**config.mk**
```make
export PLATFORM = sky130hd
export DESIGN_NAME = uart_tx_frame_arbiter
export DESIGN_NICKNAME = d
export VERILOG_FILES = /design/src/rtl/uart_pkg.sv /design/src/rtl/crc8.sv /design/src/rtl/uart_tx_frame_arbiter.sv
export SDC_FILE = /design/constraint.sdc
export NUM_CORES = 1
export LEC_CHECK = 0
export CORE_MARGIN = 4
export CORE_UTILIZATION = 50
export DETAILED_ROUTE_END_ITERATION = 12
export PLACE_DENSITY = 0.73
export SYNTH_ARGS = -nofsm -noshare
export SYNTH_HDL_FRONTEND = slang
export SYNTH_HIERARCHICAL = 1
export SYNTH_SLANG_ARGS = --single-unit
```
**constraint.sdc**
```tcl
create_clock -name clk_50M -period 3.25 [get_ports clk_50M]
set_input_delay 0.65 -clock clk_50M [delete_from_list [all_inputs] [get_ports clk_50M]]
set_output_delay 0.65 -clock clk_50M [all_outputs]
set_load 0.005 [all_outputs]
```
**src/rtl/uart_pkg.sv**
```systemverilog
// Shared definitions for the UART transmit frame arbiter.
// Contents:
//   arb_state_t   - 3-bit FSM state encoding used by uart_tx_frame_arbiter
//   CRC8_POLY     - CRC8 generator polynomial x^8+x^2+x+1
//   TAIL_DEFAULT  - default frame tail byte
//   BYTE_IDX_LAST - index of the final byte (tail) of a frame
//   crc8_step     - one-byte CRC8 update, MSB first, no reflection
package uart_pkg;

    typedef enum logic [2:0] {
        IDLE  = 3'd0,
        GRANT = 3'd1,
        LOAD  = 3'd2,
        KICK  = 3'd3,
        WAIT  = 3'd4,
        GAP   = 3'd5,
        DONE  = 3'd6,
        ABORT = 3'd7
    } arb_state_t;

    localparam logic [7:0] CRC8_POLY     = 8'h07;
    localparam logic [7:0] TAIL_DEFAULT  = 8'h55;
    localparam logic [2:0] BYTE_IDX_LAST = 3'd5;

    // The byte is folded into the top of the register first, then shifted out
    // eight times; this is the usual byte-wise form of the bit-serial LFSR.
    function automatic logic [7:0] crc8_step(input logic [7:0] crc, input logic [7:0] data);
        logic [7:0] c;
        c = crc ^ data;
        for (int i = 0; i < 8; i++) begin
            c = c[7] ? ({c[6:0], 1'b0} ^ CRC8_POLY) : {c[6:0], 1'b0};
        end
        return c;
    endfunction

endpackage

```
**src/rtl/crc8.sv**
```systemverilog
// CRC8 accumulator (poly 0x07, init 0x00, no reflection, no xor-out).
// Ports:
//   clk_50M  in  1  system clock
//   rst_n    in  1  asynchronous active-low reset
//   crc_en   in  1  fold data_in into the running CRC this cycle
//   crc_clr  in  1  restart the CRC at 0x00 (wins over crc_en)
//   data_in  in  8  byte to accumulate
//   crc_out  out 8  running CRC value
module crc8
    import uart_pkg::*;
(
    input  logic       clk_50M,
    input  logic       rst_n,
    input  logic       crc_en,
    input  logic       crc_clr,
    input  logic [7:0] data_in,
    output logic [7:0] crc_out
);

    always_ff @(posedge clk_50M or negedge rst_n) begin
        if (!rst_n) begin
            crc_out <= '0;
        end else if (crc_clr) begin
            crc_out <= '0;
        end else if (crc_en) begin
            crc_out <= crc8_step(crc_out, data_in);
        end
    end

endmodule

```
**src/rtl/uart_tx_frame_arbiter.sv**
```systemverilog
// Shares one uart_tx byte transmitter between two frame requesters with
// round-robin arbitration. Each granted frame is sent as:
//   header (HDR0/HDR1), payload b1, b2, b3, CRC8(b1..b3), TAIL
// Ports:
//   clk_50M       in   1   system clock
//   rst_n         in   1   asynchronous active-low reset
//   req           in   2   per-channel frame request (level)
//   payload0/1    in   24  {b1,b2,b3}, b1 sent first, sampled at grant
//   gnt           out  2   one-hot frame owner, 0 when idle
//   ack           out  2   1-cycle pulse on frame completion
//   err           out  2   1-cycle pulse on frame timeout abort
//   arb_busy      out  1   high from grant until ack/err
//   uart_tx_en    out  1   1-cycle start strobe to uart_tx
//   uart_tx_data  out  8   byte to uart_tx, held from kick until done
//   uart_tx_done  in   1   byte complete pulse from uart_tx
//   uart_tx_busy  in   1   uart_tx is shifting
module uart_tx_frame_arbiter
    import uart_pkg::*;
#(
    parameter logic [7:0]  HDR0       = 8'h80,
    parameter logic [7:0]  HDR1       = 8'h81,
    parameter logic [7:0]  TAIL       = TAIL_DEFAULT,
    parameter int unsigned GAP_CYCLES = 16,
    parameter logic [31:0] TIMEOUT    = 32'd100000
) (
    input  logic        clk_50M,
    input  logic        rst_n,
    input  logic [1:0]  req,
    input  logic [23:0] payload0,
    input  logic [23:0] payload1,
    output logic [1:0]  gnt,
    output logic [1:0]  ack,
    output logic [1:0]  err,
    output logic        arb_busy,
    output logic        uart_tx_en,
    output logic [7:0]  uart_tx_data,
    input  logic        uart_tx_done,
    input  logic        uart_tx_busy
);

    localparam logic [7:0] GAP_LAST = 8'(GAP_CYCLES - 1);

    arb_state_t  state, next_state;
    logic        owner;
    logic        rr_last;
    logic        winner;
    logic [23:0] shadow;
    logic [2:0]  byte_idx;
    logic [7:0]  gap_cnt;
    logic [31:0] timer;
    logic [7:0]  tx_byte;
    logic [7:0]  crc_out;
    logic        crc_en;
    logic        crc_clr;
    logic        gap_last;
    logic        timer_expired;

    // On a tie the channel that did not own the previous frame wins.
    assign winner        = (req == 2'b11) ? ~rr_last : req[1];
    assign gap_last      = (gap_cnt == GAP_LAST);
    assign timer_expired = (timer >= TIMEOUT - 32'd1);

    // Byte selected for the current position within the frame.
    always_comb begin
        tx_byte = TAIL;
        case (byte_idx)
            3'd0:    tx_byte = owner ? HDR1 : HDR0;
            3'd1:    tx_byte = shadow[23:16];
            3'd2:    tx_byte = shadow[15:8];
            3'd3:    tx_byte = shadow[7:0];
            3'd4:    tx_byte = crc_out;
            default: tx_byte = TAIL;
        endcase
    end

    crc8 u_crc8 (
        .clk_50M (clk_50M),
        .rst_n   (rst_n),
        .crc_en  (crc_en),
        .crc_clr (crc_clr),
        .data_in (tx_byte),
        .crc_out (crc_out)
    );

    always_ff @(posedge clk_50M or negedge rst_n) begin
        if (!rst_n) begin
            state <= IDLE;
        end else begin
            state <= next_state;
        end
    end

    // Next state plus the CRC strobes, which are needed in the same cycle.
    always_comb begin
        next_state = state;
        crc_clr    = 1'b0;
        crc_en     = 1'b0;
        case (state)
            IDLE:  if (|req) next_state = GRANT;
            GRANT: begin
                crc_clr    = 1'b1;
                next_state = LOAD;
            end
            LOAD: begin
                crc_en     = (byte_idx >= 3'd1) && (byte_idx <= 3'd3);
                next_state = KICK;
            end
            KICK:  if (!uart_tx_busy) next_state = WAIT;
            WAIT: begin
                if (uart_tx_done) begin
                    next_state = GAP;
                end else if (timer_expired) begin
                    next_state = ABORT;
                end
            end
            GAP: begin
                if (gap_last) begin
                    next_state = (byte_idx == BYTE_IDX_LAST) ? DONE : LOAD;
                end
            end
            DONE:    next_state = IDLE;
            ABORT:   next_state = IDLE;
            default: next_state = IDLE;
        endcase
    end

    // Registered outputs and frame datapath. The owner is fixed when IDLE
    // sees a request, so arbitration happens only on that transition.
    always_ff @(posedge clk_50M or negedge rst_n) begin
        if (!rst_n) begin
            gnt          <= '0;
            ack          <= '0;
            err          <= '0;
            arb_busy     <= 1'b0;
            uart_tx_en   <= 1'b0;
            uart_tx_data <= '0;
            owner        <= 1'b0;
            rr_last      <= 1'b1;
            shadow       <= '0;
            byte_idx     <= '0;
            gap_cnt      <= '0;
            timer        <= '0;
        end else begin
            ack        <= '0;
            err        <= '0;
            uart_tx_en <= 1'b0;
            case (state)
                IDLE:  if (|req) owner <= winner;
                GRANT: begin
                    gnt      <= owner ? 2'b10 : 2'b01;
                    shadow   <= owner ? payload1 : payload0;
                    byte_idx <= '0;
                    arb_busy <= 1'b1;
                end
                LOAD:  uart_tx_data <= tx_byte;
                KICK: begin
                    if (!uart_tx_busy) begin
                        uart_tx_en <= 1'b1;
                        timer      <= '0;
                    end
                end
                WAIT: begin
                    if (uart_tx_done) begin
                        gap_cnt <= '0;
                    end else begin
                        timer <= timer + 32'd1;
                    end
                end
                GAP: begin
                    gap_cnt <= gap_cnt + 8'd1;
                    if (gap_last && (byte_idx != BYTE_IDX_LAST)) begin
                        byte_idx <= byte_idx + 3'd1;
                    end
                end
                DONE: begin
                    ack[owner] <= 1'b1;
                    gnt        <= '0;
                    arb_busy   <= 1'b0;
                    rr_last    <= owner;
                end
                ABORT: begin
                    err[owner] <= 1'b1;
                    gnt        <= '0;
                    arb_busy   <= 1'b0;
                    rr_last    <= owner;
                end
                default: ;
            endcase
        end
    end

endmodule

```
# Word level (Yosys, flattened, before mapping)
# Cells that the tools add are included.
word_totals:
  in_bits: 54
  regBits: 96
  word_cells: 110
  out_inout_bits: 16
classes:
  addsub: 3
  n_lt_le_gt_ge: 5
  n_reduce_logical: 17
  bitwise_logic: 10
  mux: 39
  eq_ne: 22
ops:
  columns: ["operator", "count"]
  rows:
  - ["32-bit two-way mux", 2]
  - ["32-bit one-hot mux with 2 select lines", 1]
  - ["3-bit two-way mux", 15]
  - ["8-bit one-hot mux with 5 select lines", 1]
  - ["32-bit by 1-bit adder with 32-bit output (second input constant)", 1]
  - ["32-bit by 17-bit greater-or-equal comparator with 1-bit output (second input constant)", 1]
  - ["24-bit two-way mux", 1]
  - ["8-bit two-way mux", 3]
  - ["3-bit inverter", 8]
  - ["3-bit one-hot mux with 7 select lines", 1]
  - ["3-bit equality test (second input constant)", 6]
  - ["8-bit one-hot mux with 2 select lines", 1]
  - ["3-bit by 2-bit equality test with 1-bit output (second input constant)", 4]
  - ["2-bit inequality test (second input constant)", 6]
  - ["2-bit nonzero test", 5]
  - ["8-bit by 1-bit adder with 8-bit output (second input constant)", 1]
  - ["8-bit by 4-bit equality test with 1-bit output (second input constant)", 1]
  - ["8-bit bitwise XOR", 1]
  - ["1-bit two-way mux", 7]
  - ["3-bit by 1-bit equality test with 1-bit output (second input constant)", 2]
  - ["3-bit logical NOT", 2]
  - ["2-bit two-way mux", 3]
  - ["3-bit inequality test (second input constant)", 2]
  - ["3-bit one-hot mux with 2 select lines", 1]
  - ["other kinds (15)", 20]

# Depth between registers and ports, before layout
depth:
  ltp_word: 21
  ltp_mapped: 10
  depth_no_buf: 9

# By module
# The synthesis kept the hierarchy.
modules_own_cells:
  columns: ["mod", "instances", "seq_area_each_um2", "area_each_um2", "cells_each"]
  rows:
  - ["uart_tx_frame_arbiter", 1, 2203.4, 4664.5, 486]
  - ["crc8", 1, 200.2, 636.9, 57]

# Least setup slack after synthesis
# Ideal clock, no wire load.
synth_path:
  path_kind: "reg2reg"
  startpoint: "register byte_idx[0]"
  endpoint: "register u_crc8.crc_out[2]"
  slack_ns: 0.580
  stages_incl_launch_ff: 11
  n_path_buf: 1
  setup_ns: 0.078
  required_time_ns: 3.172
  synth_period_minus_slack_ns: 2.670
  arrival_ns: 2.592
  cell_sequence: "dfrtp_1 > inv_1 > ha_1 > clkbuf_1 > nor2_1 > o21ai_0 > o211ai_1 > xnor2_2 > xnor3_1 > or3_1 > a21oi_1"
synth_via:
  word_cells_on_any_way: 23
  classes_between: "2 x order compare; 4 x eq/ne; 9 x mux; 5 x bitwise; 3 x reduce/logical"
synth_lines:
  columns: ["item", "line_no", "source"]
  rows:
  - ["start, declared", "uart_tx_frame_arbiter.sv:48", "logic [2:0] byte_idx;"]
  - ["start signal, assigned", "uart_tx_frame_arbiter.sv:172", "byte_idx <= byte_idx + 3'd1;"]
  - ["3-bit equality test, or another cell as far along", "uart_tx_frame_arbiter.sv:66", "case (byte_idx)"]
  - ["8-bit one-hot mux with 5 select lines (*)", "uart_tx_frame_arbiter.sv:66", null]
  - ["via tx_byte[6]", "uart_tx_frame_arbiter.sv:51", "logic [7:0] tx_byte;"]
  - ["8-bit bitwise XOR (*)", "uart_pkg.sv:29", "c = crc ^ data;"]
  - ["3-bit two-way mux (*) (2 in series)", "uart_pkg.sv:31", "c = c[7] ? ({c[6:0], 1'b0} ^ CRC8_POLY) : {c[6:0], 1'b0};"]
  - ["8-bit two-way mux (*)", "crc8.sv:25", "end else if (crc_en) begin"]
  - ["8-bit two-way mux (*)", "crc8.sv:23", "end else if (crc_clr) begin"]
  - ["end signal, assigned", "crc8.sv:26", "crc_out <= crc8_step(crc_out, data_in);"]
  - ["end, declared", "crc8.sv:17", "output logic [7:0] crc_out"]
# Mark *: on every way through the listed nets, which the timed path passes. The rest lies on a longest branch. The select of a mux whose other input is x is not followed.
# A chain may end at the register's enable or synchronous reset.

# Worst setup path after layout
layout_path:
  startpoint: "register byte_idx[0]"
  endpoint: "register u_crc8.crc_out[6]"
layout_via:
  word_cells_on_any_way: 19
  classes_between: "2 x order compare; 4 x eq/ne; 7 x mux; 3 x bitwise; 3 x reduce/logical"
layout_lines:
  columns: ["item", "line_no"]
  rows:
  - ["3-bit equality test, or another cell as far along", "uart_tx_frame_arbiter.sv:66"]
  - ["8-bit one-hot mux with 5 select lines (*)", "uart_tx_frame_arbiter.sv:66"]
  - ["via tx_byte[5]", "uart_tx_frame_arbiter.sv:51"]
  - ["8-bit bitwise XOR (*)", "uart_pkg.sv:29"]
  - ["3-bit two-way mux (*)", "uart_pkg.sv:31"]
  - ["3-bit inverter (no source line)", null]
  - ["3-bit two-way mux (*)", "uart_pkg.sv:31"]
  - ["8-bit two-way mux (*)", "crc8.sv:25"]
  - ["8-bit two-way mux (*)", "crc8.sv:23"]
# Marks and branches as above.

==> flow_summary.toml <==
[logic_synthesis]
yosys.area.top_type = "dfrtp_1"
ys_seq_area_frac = 0.453
netlist.area_leader.share = 0.448
netlist_area_mm2 = 0.00530
synth_area_leaders = "dfrtp_1 45%, a21oi_1 5.5%, mux2i_1 4.9%"
yosys_register_bits = 96
synth_area_per_cell_um2 = 9.76
synthesis.instances = 543
syn_nets = 604
synthArstFlopShare = 1.00
ys_types = 60
synth_ff_type = "dfrtp_1"
yosys_warnings = 6
synth_edf_count = 0

[worst_setup_path]
cp_max_fo = 7
cp_num_buf_inv = 1
path_delay_family = "XOR/XNOR gates"
critPathKind = "register to register"
worstSetupEndpointType = "register"
startpoint_type = "register"
cp.depth = 9
cp_data_arrival_time_ps = 3130
path_cells = "inv_1, ha_1, and2_0, a22oi_1, o21ai_0, xnor2_1, xnor3_1, nor2_1, mux2_1"
slowest_delay_ps = 480
slowest_stage = "xnor2_1"
r2r_cells = 9
crit_required_ps = 3500

[clock_network]
cts-root-buf = "clkbuf_8"
cts_tree = "built"
cts_setup_buffers = 0
cts_hold_buffers = 0
cts_sinks = 96
cts_max_level = 3
cts.path.max_buffers = 2
clkTransAtPathRegs_ps = 90
numCtsBuffers = 9
clkLatencyLatePin_ps = 360

[global_route]
grt_pass1_wl_um = 20000
overflow = 0
antenna_found_initial = 0
grt_use_total = 0.194
grt_max_degree = 54
grt_pass1_vias = 4138

[finish]
seq_area_mm2 = 0.00240
fillCellCount = 878
final_cells = 740
final_core_util = 0.610
area_growth_pct = 18.8
fin_nets = 660
final_cell_mix = "95 x dfrtp_1, 68 x clkdlybuf4s50_1, 58 x a21oi_1, 57 x nor2_1, 32 x nand2_1"
final_common_cell = "dfrtp_1"
multiInputGateArea_mm2 = 0.00272
antennaDiodeCount = 0
layout-drive-gt1-share = 0.0828

[sta]
max-slew-margin-rel = 0.515
min_period_over_period = 0.885
finalSetupTns_ps = 0
hold_viol = 0
worst_slew_pin_slew_ps = 726
rsz0062_at_grt = "no"
finClkSkew_ps = 13.3
max_freq_ghz = 0.347
drv_slew = 0
finalCriticalPeriod_ps = 2880
setup_violations = 0

[placement]
gp_congestion = 0.858
hpwl_um = 8500
post-place-cells = 724
io_buffers = 69

[floorplanning]
core.rowCount = 37
die_y_um = 111
die_area_mm2 = 0.0123
die_x_um = 111
core-area_mm2 = 0.0103
io_pins = 70
start_util = 0.514

[route]
via_per_inst = 5.79
vias = 4288
ant_nets = 0
route.detailed.drc = 0
routedWlPerCell_um = 16.0
finalWirelength_um = 11800
drt_iter0_markers = 252
dr.pass1.iters = 5

[power]
leakage_uw = 0.00265
p_total_uw = 3730
ir_worst_vdd_mv = 0.386
powerDensity_mw_per_mm2 = 592

[flow_run]
max_cap_viol_count = 0

[status]
status = "completed"

[hold_path]
min_path_type = "input port to asynchronous set/reset pin"
==> cell usage after synthesis, types with 13 or more instances <==
cell type	instances
dfrtp_1	95
a21oi_1	58
nor2_1	58
nand2_1	32
mux2i_1	26
o21ai_0	25
clkbuf_1	24
nand3_1	19
o31ai_1	19
or4_1	18
xnor2_1	14
a22oi_1	13
==> final cells by class <==
cell class                      instances  area share
Clock buffer                           13      0.0236
Clock inverter                          3     0.00676
Inverter                               10     0.00676
Multi-Input combinational cell        402       0.432
Sequential cell                        96       0.382
Tap cell                              136      0.0270
Timing Repair Buffer                   80       0.122
==> logic make-up after synthesis <==
group | after synthesis | synth area share
mux | 38 | 0.0746
compound gates | 141 | 0.166
flops | 96 | 0.453
xor+xnor | 29 | 0.0656
buf+inv | 45 | 0.0366
fa+ha+maj | 7 | 0.0165
simple gates | 187 | 0.187
==> flip-flops by register name (all words and copies together) (netlist names), 2 cells and up <==
name,count
timer,32
shadow,24
gap_cnt,8
u_crc8/crc_out,8
uart_tx_data,8
byte_idx,3
state,3
ack,2
err,2
gnt,2
==> power breakdown <==
part,internal [µW],switching (µW)
clock network,377,406
registers,1460,231
logic,571,687
==> metrics by stage <==
step	worst slack [ps]	hold WS, ps	cell area (µm²)
floorplan	580	354	5300
global placement	301	454	6100
detailed placement	204	457	6100
CTS	233	338	6290
global route	116	369	6300
finish	372	325	6300
==> per-layer routing <==
metal / track usage / up-vias / share of wire / wire (µm)
met5: 0 / - / 0 / 0
met4: 0.0550 / 0 / 0.013 / 149
met3: 0.0420 / 16 / 0.047 / 551
met2: 0.322 / 86 / 0.49 / 5740
met1: 0.257 / 2085 / 0.45 / 5370
li1: - / 2101 / - / -
==> worst paths after layout <==
path | slack, ps | endpoint | from
worst max-delay path | 370 | u_crc8/crc_out[6]$_DFFE_PN0P_ | byte_idx[0]$_DFFE_PN0P_
worst min-delay path | 320 | shadow[8]$_DFFE_PN0P_ | rst_n
worst max register to register | 370 | u_crc8/crc_out[6]$_DFFE_PN0P_ | byte_idx[0]$_DFFE_PN0P_
worst min register to register | 470 | rr_last$_DFFE_PN1N_ | rr_last$_DFFE_PN1N_
max in group asynchronous | 2200 | uart_tx_data[5]$_DFFE_PN0P_ | rst_n
min in group clk_50M | 470 | rr_last$_DFFE_PN1N_ | rr_last$_DFFE_PN1N_
==> what timing repair did <==
action / 4_1_cts / 5_1_grt
gates resized for setup: 0 / 2
endpoints found under the setup margin: 0 / 1
endpoints found under the hold margin: 0 / 0
(Power assumes the default switching activity.)
